## src/rtl/mult16_rr_sched.sv

```systemverilog
// Round-robin front end for one shared signed 16x16 multiplier.
// S1 holds the registered operands feeding the external multiplier; S2
// captures its product together with the requester tag.
module mult16_rr_sched #(
    parameter int NUM_REQ = 4,
    parameter int ID_W    = 2
) (
    input  logic                    sys_clk,
    input  logic                    sys_rst_n,
    input  logic [NUM_REQ-1:0]      req_valid,
    output logic [NUM_REQ-1:0]      req_ready,
    input  logic [NUM_REQ*16-1:0]   req_a,
    input  logic [NUM_REQ*16-1:0]   req_b,
    output logic [15:0]             mult_a,
    output logic [15:0]             mult_b,
    input  logic [31:0]             mult_p,
    output logic                    res_valid,
    input  logic                    res_ready,
    output logic [ID_W-1:0]         res_id,
    output logic [31:0]             res_data,
    output logic                    busy
);

    // packed per-lane views of the flat operand buses
    logic [NUM_REQ-1:0][15:0] a_vec, b_vec;
    assign a_vec = req_a;
    assign b_vec = req_b;

    logic            s1_valid_q, s1_valid_d;
    logic [ID_W-1:0] s1_id_q, s1_id_d;
    logic [15:0]     mult_a_q, mult_a_d, mult_b_q, mult_b_d;
    logic            res_valid_q, res_valid_d;
    logic [ID_W-1:0] res_id_q, res_id_d;
    logic [31:0]     res_data_q, res_data_d;
    logic [ID_W-1:0] rr_ptr_q, rr_ptr_d;

    logic            s2_take, s1_take;
    logic            gnt_found;
    logic [ID_W-1:0] gnt_id;
    logic [ID_W:0]   idx;
    logic            hs;

    assign s2_take = s1_valid_q && (!res_valid_q || res_ready);
    assign s1_take = !s1_valid_q || s2_take;
    // reset gating keeps the grant quiet while the async reset is held
    assign hs      = gnt_found && s1_take && sys_rst_n;

    // first valid requester at or after rr_ptr, wrapping at NUM_REQ
    always_comb begin
        gnt_found = 1'b0;
        gnt_id    = '0;
        idx       = '0;
        req_ready = '0;
        for (int k = 0; k < NUM_REQ; k++) begin
            idx = {1'b0, rr_ptr_q} + (ID_W+1)'(k);
            if (idx >= (ID_W+1)'(NUM_REQ)) idx = idx - (ID_W+1)'(NUM_REQ);
            if (!gnt_found && req_valid[idx[ID_W-1:0]]) begin
                gnt_found = 1'b1;
                gnt_id    = idx[ID_W-1:0];
            end
        end
        if (hs) req_ready[gnt_id] = 1'b1;
    end

    // pipeline advance: operands hold when S1 empties to avoid multiplier toggling
    always_comb begin
        s1_valid_d  = s1_valid_q;
        s1_id_d     = s1_id_q;
        mult_a_d    = mult_a_q;
        mult_b_d    = mult_b_q;
        rr_ptr_d    = rr_ptr_q;
        res_valid_d = res_valid_q;
        res_id_d    = res_id_q;
        res_data_d  = res_data_q;
        if (s1_take) begin
            s1_valid_d = hs;
            if (hs) begin
                s1_id_d  = gnt_id;
                mult_a_d = a_vec[gnt_id];
                mult_b_d = b_vec[gnt_id];
                rr_ptr_d = (gnt_id == ID_W'(NUM_REQ-1)) ? '0 : gnt_id + 1'b1;
            end
        end
        if (s2_take) begin
            res_valid_d = 1'b1;
            res_id_d    = s1_id_q;
            res_data_d  = mult_p;
        end else if (res_valid_q && res_ready) begin
            res_valid_d = 1'b0;
        end
    end

    // state registers; reset discards anything in flight
    always_ff @(posedge sys_clk or negedge sys_rst_n) begin
        if (!sys_rst_n) begin
            s1_valid_q  <= 1'b0;
            s1_id_q     <= '0;
            mult_a_q    <= '0;
            mult_b_q    <= '0;
            rr_ptr_q    <= '0;
            res_valid_q <= 1'b0;
            res_id_q    <= '0;
            res_data_q  <= '0;
        end else begin
            s1_valid_q  <= s1_valid_d;
            s1_id_q     <= s1_id_d;
            mult_a_q    <= mult_a_d;
            mult_b_q    <= mult_b_d;
            rr_ptr_q    <= rr_ptr_d;
            res_valid_q <= res_valid_d;
            res_id_q    <= res_id_d;
            res_data_q  <= res_data_d;
        end
    end

    assign mult_a    = mult_a_q;
    assign mult_b    = mult_b_q;
    assign res_valid = res_valid_q;
    assign res_id    = res_id_q;
    assign res_data  = res_data_q;
    assign busy      = s1_valid_q || res_valid_q;

endmodule

```

## config.mk

```make
export PLATFORM = sky130hd
export DESIGN_NAME = mult16_rr_sched
export DESIGN_NICKNAME = d
export VERILOG_FILES = /design/src/rtl/mult16_rr_sched.sv
export SDC_FILE = /design/constraint.sdc
export NUM_CORES = 1
export LEC_CHECK = 0
export ABC_AREA = 1
export CAP_MARGIN = 20
export CORE_UTILIZATION = 39
export CTS_CLUSTER_DIAMETER = 150
export DETAILED_ROUTE_END_ITERATION = 6
export GPL_TIMING_DRIVEN = 1
export PLACE_DENSITY = 0.91
export REMOVE_ABC_BUFFERS = 1
export SLEW_MARGIN = 30
export SYNTH_ARGS = -nofsm -noshare
export SYNTH_HDL_FRONTEND = slang
export SYNTH_SLANG_ARGS = --single-unit
export TNS_END_PERCENT = 30
```

## constraint.sdc

```tcl
create_clock -name sys_clk -period 2.3 [get_ports sys_clk]
set_clock_uncertainty 0.2 [all_clocks]
set_input_delay 0.23 -clock sys_clk [delete_from_list [all_inputs] [get_ports sys_clk]]
set_output_delay 0.23 -clock sys_clk [all_outputs]
set_load 0.1 [all_outputs]
```

# Word level (Yosys, flattened, before mapping)
# Cells that the tools add are included.
# word_totals
wordCells	75
out_inout_bits	72
reg_bits	72
# op_classes
n_reduce_logical	18
n_eq_ne	1
addsub	8
n_mux	30
magnitude_cmp	10
# op_table
operator	n
$bmux 16 s2	2
$mux 16	2
$mux 2	9
$lt 2x3->1 const B	5
$mux 1	11
$ge 3x3->1 const B	3
$bmux 1 s2	4
$logic_and 1x1->1	8
$sub 2x1->2 const B	4
$add 2x2->3 const B	2
$logic_not 1->1	5
$mux 4	1
$add 2x1->3 const B	1
$ge 2x3->1 const B	1
$logic_or 1x1->1	3
$add 2x1->2 const B	1
$demux 1 s2	1
$eq 2x2->1 const B	1
$ge 2x1->1 const B	1
$reduce_and 2->1	1
$reduce_bool 2->1	1

# Logic depth before layout (Yosys ltp)
# depth
ltp_word	19
depth_mapped	15
depth_no_buf	13

# Least setup slack after synthesis
# No wires, ideal clock.
# synth_timing
path_type	flip-flop to output port
start	reg res_valid_q (netlist: res_valid)
end	out req_ready[0]
t_required_ps	1870
path_slack_ps	-1656
stages_incl_launch_ff	7
arrival_ps	3526
path_buffers	1
cell_sequence	dfrtp_1 > nand2_1 > nor2_1 > inv_1 > nand3_4 > buf_2 > nor3_1
# synth_via
elab_chain_cells	7
# synth_lines
item	line	text
from (decl)	32	logic res_valid_q, res_valid_d;
from (signal assigned)	110	res_valid_q <= res_valid_d;
$logic_not 1->1	43	assign s2_take = s1_valid_q && (!res_valid_q || res_ready);
$logic_or 1x1->1	43	
$logic_and 1x1->1	43	
$logic_or 1x1->1	44	assign s1_take = !s1_valid_q || s2_take;
$logic_and 1x1->1 (2 in a row)	46	assign hs = gnt_found && s1_take && sys_rst_n;
$mux 4	62	if (hs) req_ready[gnt_id] = 1'b1;
to (decl)	11	output logic [NUM_REQ-1:0] req_ready,
# No other way between the ends.

# Worst setup path in the final report
# layout_timing
start	reg rr_ptr_q[0]
end	out req_ready[1]
# layout_via
elab_chain_cells	19
elab_cells_between_ends	45
classes_between	7 x add/sub; 6 x order compare; 23 x mux; 9 x reduce/logical
# layout_lines
item	line	text
from (decl)	35	logic [ID_W-1:0] rr_ptr_q, rr_ptr_d;
from (signal assigned)	109	rr_ptr_q <= rr_ptr_d;
parallel branches: the longest is 18 deep, another holds $add 2x1->3	--	
$mux 4 *	62	
# Every way passes the cells marked *. The select of a mux whose other input is x is not followed.

==> reports/results.txt <==
The number of placement rows came out at 38. The library cells used most frequently in the layout, excluding fill and tap cells, are sky130_fd_sc_hd__clkdlybuf4s50_1, sky130_fd_sc_hd__nand2_1, sky130_fd_sc_hd__nand3_1. In this run the remaining antenna-violating nets after routing total 0. Setup repair after global routing could not meet its margin everywhere. Routability-driven placement finished with a final weighted congestion of 0.919. The top cell type by area accounts for 41.7% of the synthesized area.

The worst path uses 119% of the clock period. The clock root buffer is sky130_fd_sc_hd__clkbuf_8. The worst hold path belongs to the class in2async. The slowest stage of the critical path belongs to the cell sky130_fd_sc_hd__dfrtp_2. In the post-synthesis netlist, the biggest area contributors are sky130_fd_sc_hd__dfrtp_1, sky130_fd_sc_hd__nand3_1, sky130_fd_sc_hd__nand2_1. Input and output buffers added on the ports amount to 238. The core region is 10800 um^2. The end-of-flow core utilization was 68.4%. The final reports fail on negative setup slack. For this block, the routed nets add up to 15300 um of wire. The detailed-route DRC error count came out at 0. The post-synthesis cell count was 555. The initial antenna violation count is 0. The run gives 41.7% as the sequential fraction of the synthesis area. The detailed router placed 4779 vias in this run. The number of buffers inserted during clock tree synthesis is 9, and the detailed-route wire length per cell is 16.0 um. The category of the critical setup timing path was reg2out. TritonCTS built the clock tree.

Counting the fill cells in the layout gives 813. Synthesis inferred 72 register bits. For the final routed database, the setup TNS stands at -1.61 ns. STA puts the critical path data required time at 1.87 ns. The smallest setup slack after layout was -0.433 ns. Timing would allow up to 0.366 GHz. The pin count of the biggest net entering global routing came out at 46. The type of origin of the critical path is a register. Data arrives at the worst endpoint at 2.30 ns. The area growth from synthesis to layout is 71.5%. During I/O placement, the number of pins put on the boundary was 239. Final antenna diode count: 0. The width of the die was 107 um. The endpoint type of the worst setup path was an output port.

The average vias per placed instance works out to 5.01. The hold violation total from the final report came out at 0. The flow ran to the end, but the final reports show violations.

For the via count of the first global-routing pass, the log shows 4543. The average size of a mapped cell came out at 7.79 um^2. The tools report the final-report setup violation count as 4. Slew at the pin closest to its max-slew limit: 0.572 ns. For the total half-perimeter wirelength after legalization and detailed placement, the log shows 10600 um. The maximum cell stage delay along the critical path was 0.47 ns; the ratio of cells with drive above 1 in the final layout was 26.2%. Leaving out fill and tap cells, the most frequent cell in the layout is sky130_fd_sc_hd__clkdlybuf4s50_1.

The Yosys step of the flow raised 0 warnings. Yosys mapped the design onto 26 distinct sky130hd cell types. The largest driver fanout on the critical path works out to 4. The total number of clock tree sinks is 72, and the clock-pin transition on the worst setup and hold timing paths is 0.08 ns. The logs give 0 for the final number of max-transition violations and 2 for the deepest clock path buffer count.

Headroom to the max-slew limit came out at 61.9%. Across the run, the number of max-cap violations was 0. The number of H-tree levels is 3, and the final net count is 977. In the global route stage, overall resource usage came out at 24.7%.

Traced cell by cell, the critical path runs through buf_6 > nand2_4 > nand2_4 > nand2_2 > inv_1 > a21boi_1 > nand2_1 > nor2_4 > inv_2 > buf_6 > nor2_4 > buf_12. The logs give 250 for the DRC violation total after the first TritonRoute iteration and 0 for the global-route congestion overflow total. The run gives 4 as the number of search-and-repair iterations in the first detailed-routing pass. The clock insertion delay at the later pin of the skew report is 0.35 ns. The tools report the initial core utilization as 39.9%. Summed over all instances, the cell type with the most area after synthesis is sky130_fd_sc_hd__dfrtp_1. The die covers 11500 um^2.

The mapped netlist covers 4330 um^2. Minimum period implied by the final worst setup slack: 2.73 ns. In this run the vertical extent of the chip is 107 um.

The first global-routing pass estimated 22000 um of wire.
==> final cells by class <==
| class | instances | area [um^2] | area share (%) |
|---|---|---|---|
| multi-input combinational | 394 | 2250 | 30.4 |
| sequential | 72 | 1800 | 24.3 |
| tap | 140 | 175 | 2.36 |
| clock inverter | 7 | 95.1 | 1.28 |
| clock buffer | 9 | 124 | 1.67 |
| timing repair buffer | 281 | 2770 | 37.3 |
| inverter | 51 | 201 | 2.72 |
==> cells in the mapped netlist (all sizes together) <==
master	instances
or2	1
buf	31
a21oi	1
nand2	173
nand3b	33
nor3	1
nor2	10
dfrtp	72
nand3	134
o21a	1
a21boi	1
inv	51
o21ai	6
clkbuf	7
ha	1
mux2	32
==> per-stage QoR <==
step | cells | setup slack [ns] | area, um^2 | hold WS, ns
4_1_cts | 943 | -0.348 | 7090 | 0.286
5_1_grt | 954 | -0.511 | 7420 | 0.287
3_3_place_gp | 920 | -0.130 | 6730 | 0.129
2_1_floorplan | 517 | -3.54 | 4080 | -0.266
3_5_place_dp | 920 | -0.201 | 6730 | 0.134
6_report | 954 | -0.433 | 7420 | 0.278
==> flip-flops by register name (all words and copies together) (netlist names) <==
register,cells
res_valid,1
mult_a,16
s1_id_q,2
res_id,2
mult_b,16
rr_ptr_q,2
res_data,32
s1_valid_q,1
==> layer usage <==
layer  vias to the layer above  global-route usage, %  wire length [um]
li1                       2305                      -                 -
met1                      2186                   27.3              5850
met2                       243                   44.0              7560
met3                        45                   6.72              1310
met4                         0                   11.2               544
met5                         -                      0                 0
==> worst max-delay path, delay by kind of cell, from the launching register on <==
| kind | cells | cell delay, ns |
|---|---|---|
| buf+inv | 5 | 0.61 |
| flops | 1 | 0.47 |
| simple gates | 6 | 0.67 |
| compound gates | 1 | 0.19 |
==> final timing paths <==
path,from,end,slack [ns],cells after the start
max,rr_ptr_q[0],req_ready[1],-0.43,12
min,sys_rst_n,mult_b[4],0.28,3
max reg2reg,rr_ptr_q[0],mult_a[6],0.01,12
min reg2reg,mult_a[12],mult_a[12],0.30,2
max in group asynchronous,sys_rst_n,rr_ptr_q[1],1.11,3
min in group sys_clk,res_ready,res_valid,0.29,4
==> kinds of logic (layout without fill, tap and decap cells) <==
group | after synthesis | in the layout | share of synthesized area (%)
adders and majority gates | 1 | 1 | 0.289
and+or+nand+nor | 352 | 352 | 38.5
muxes | 32 | 32 | 8.33
buffers and inverters | 89 | 348 | 10.0
DFF | 72 | 72 | 41.7
AOI/OAI and AO/OA | 9 | 9 | 1.16
==> repair_timing <==
action	in CTS	in global routing
setup buffers	6	8
endpoints found under the hold margin	72	0
pin swaps	16	23
gates cloned	0	5
endpoints found under the setup margin	31	36
hold buffers	1	0
gates resized for setup	26	43
Power is left out: the tool's default activity adds up to more than one toggle a clock period on the data nets, which glitch-free logic cannot reach.
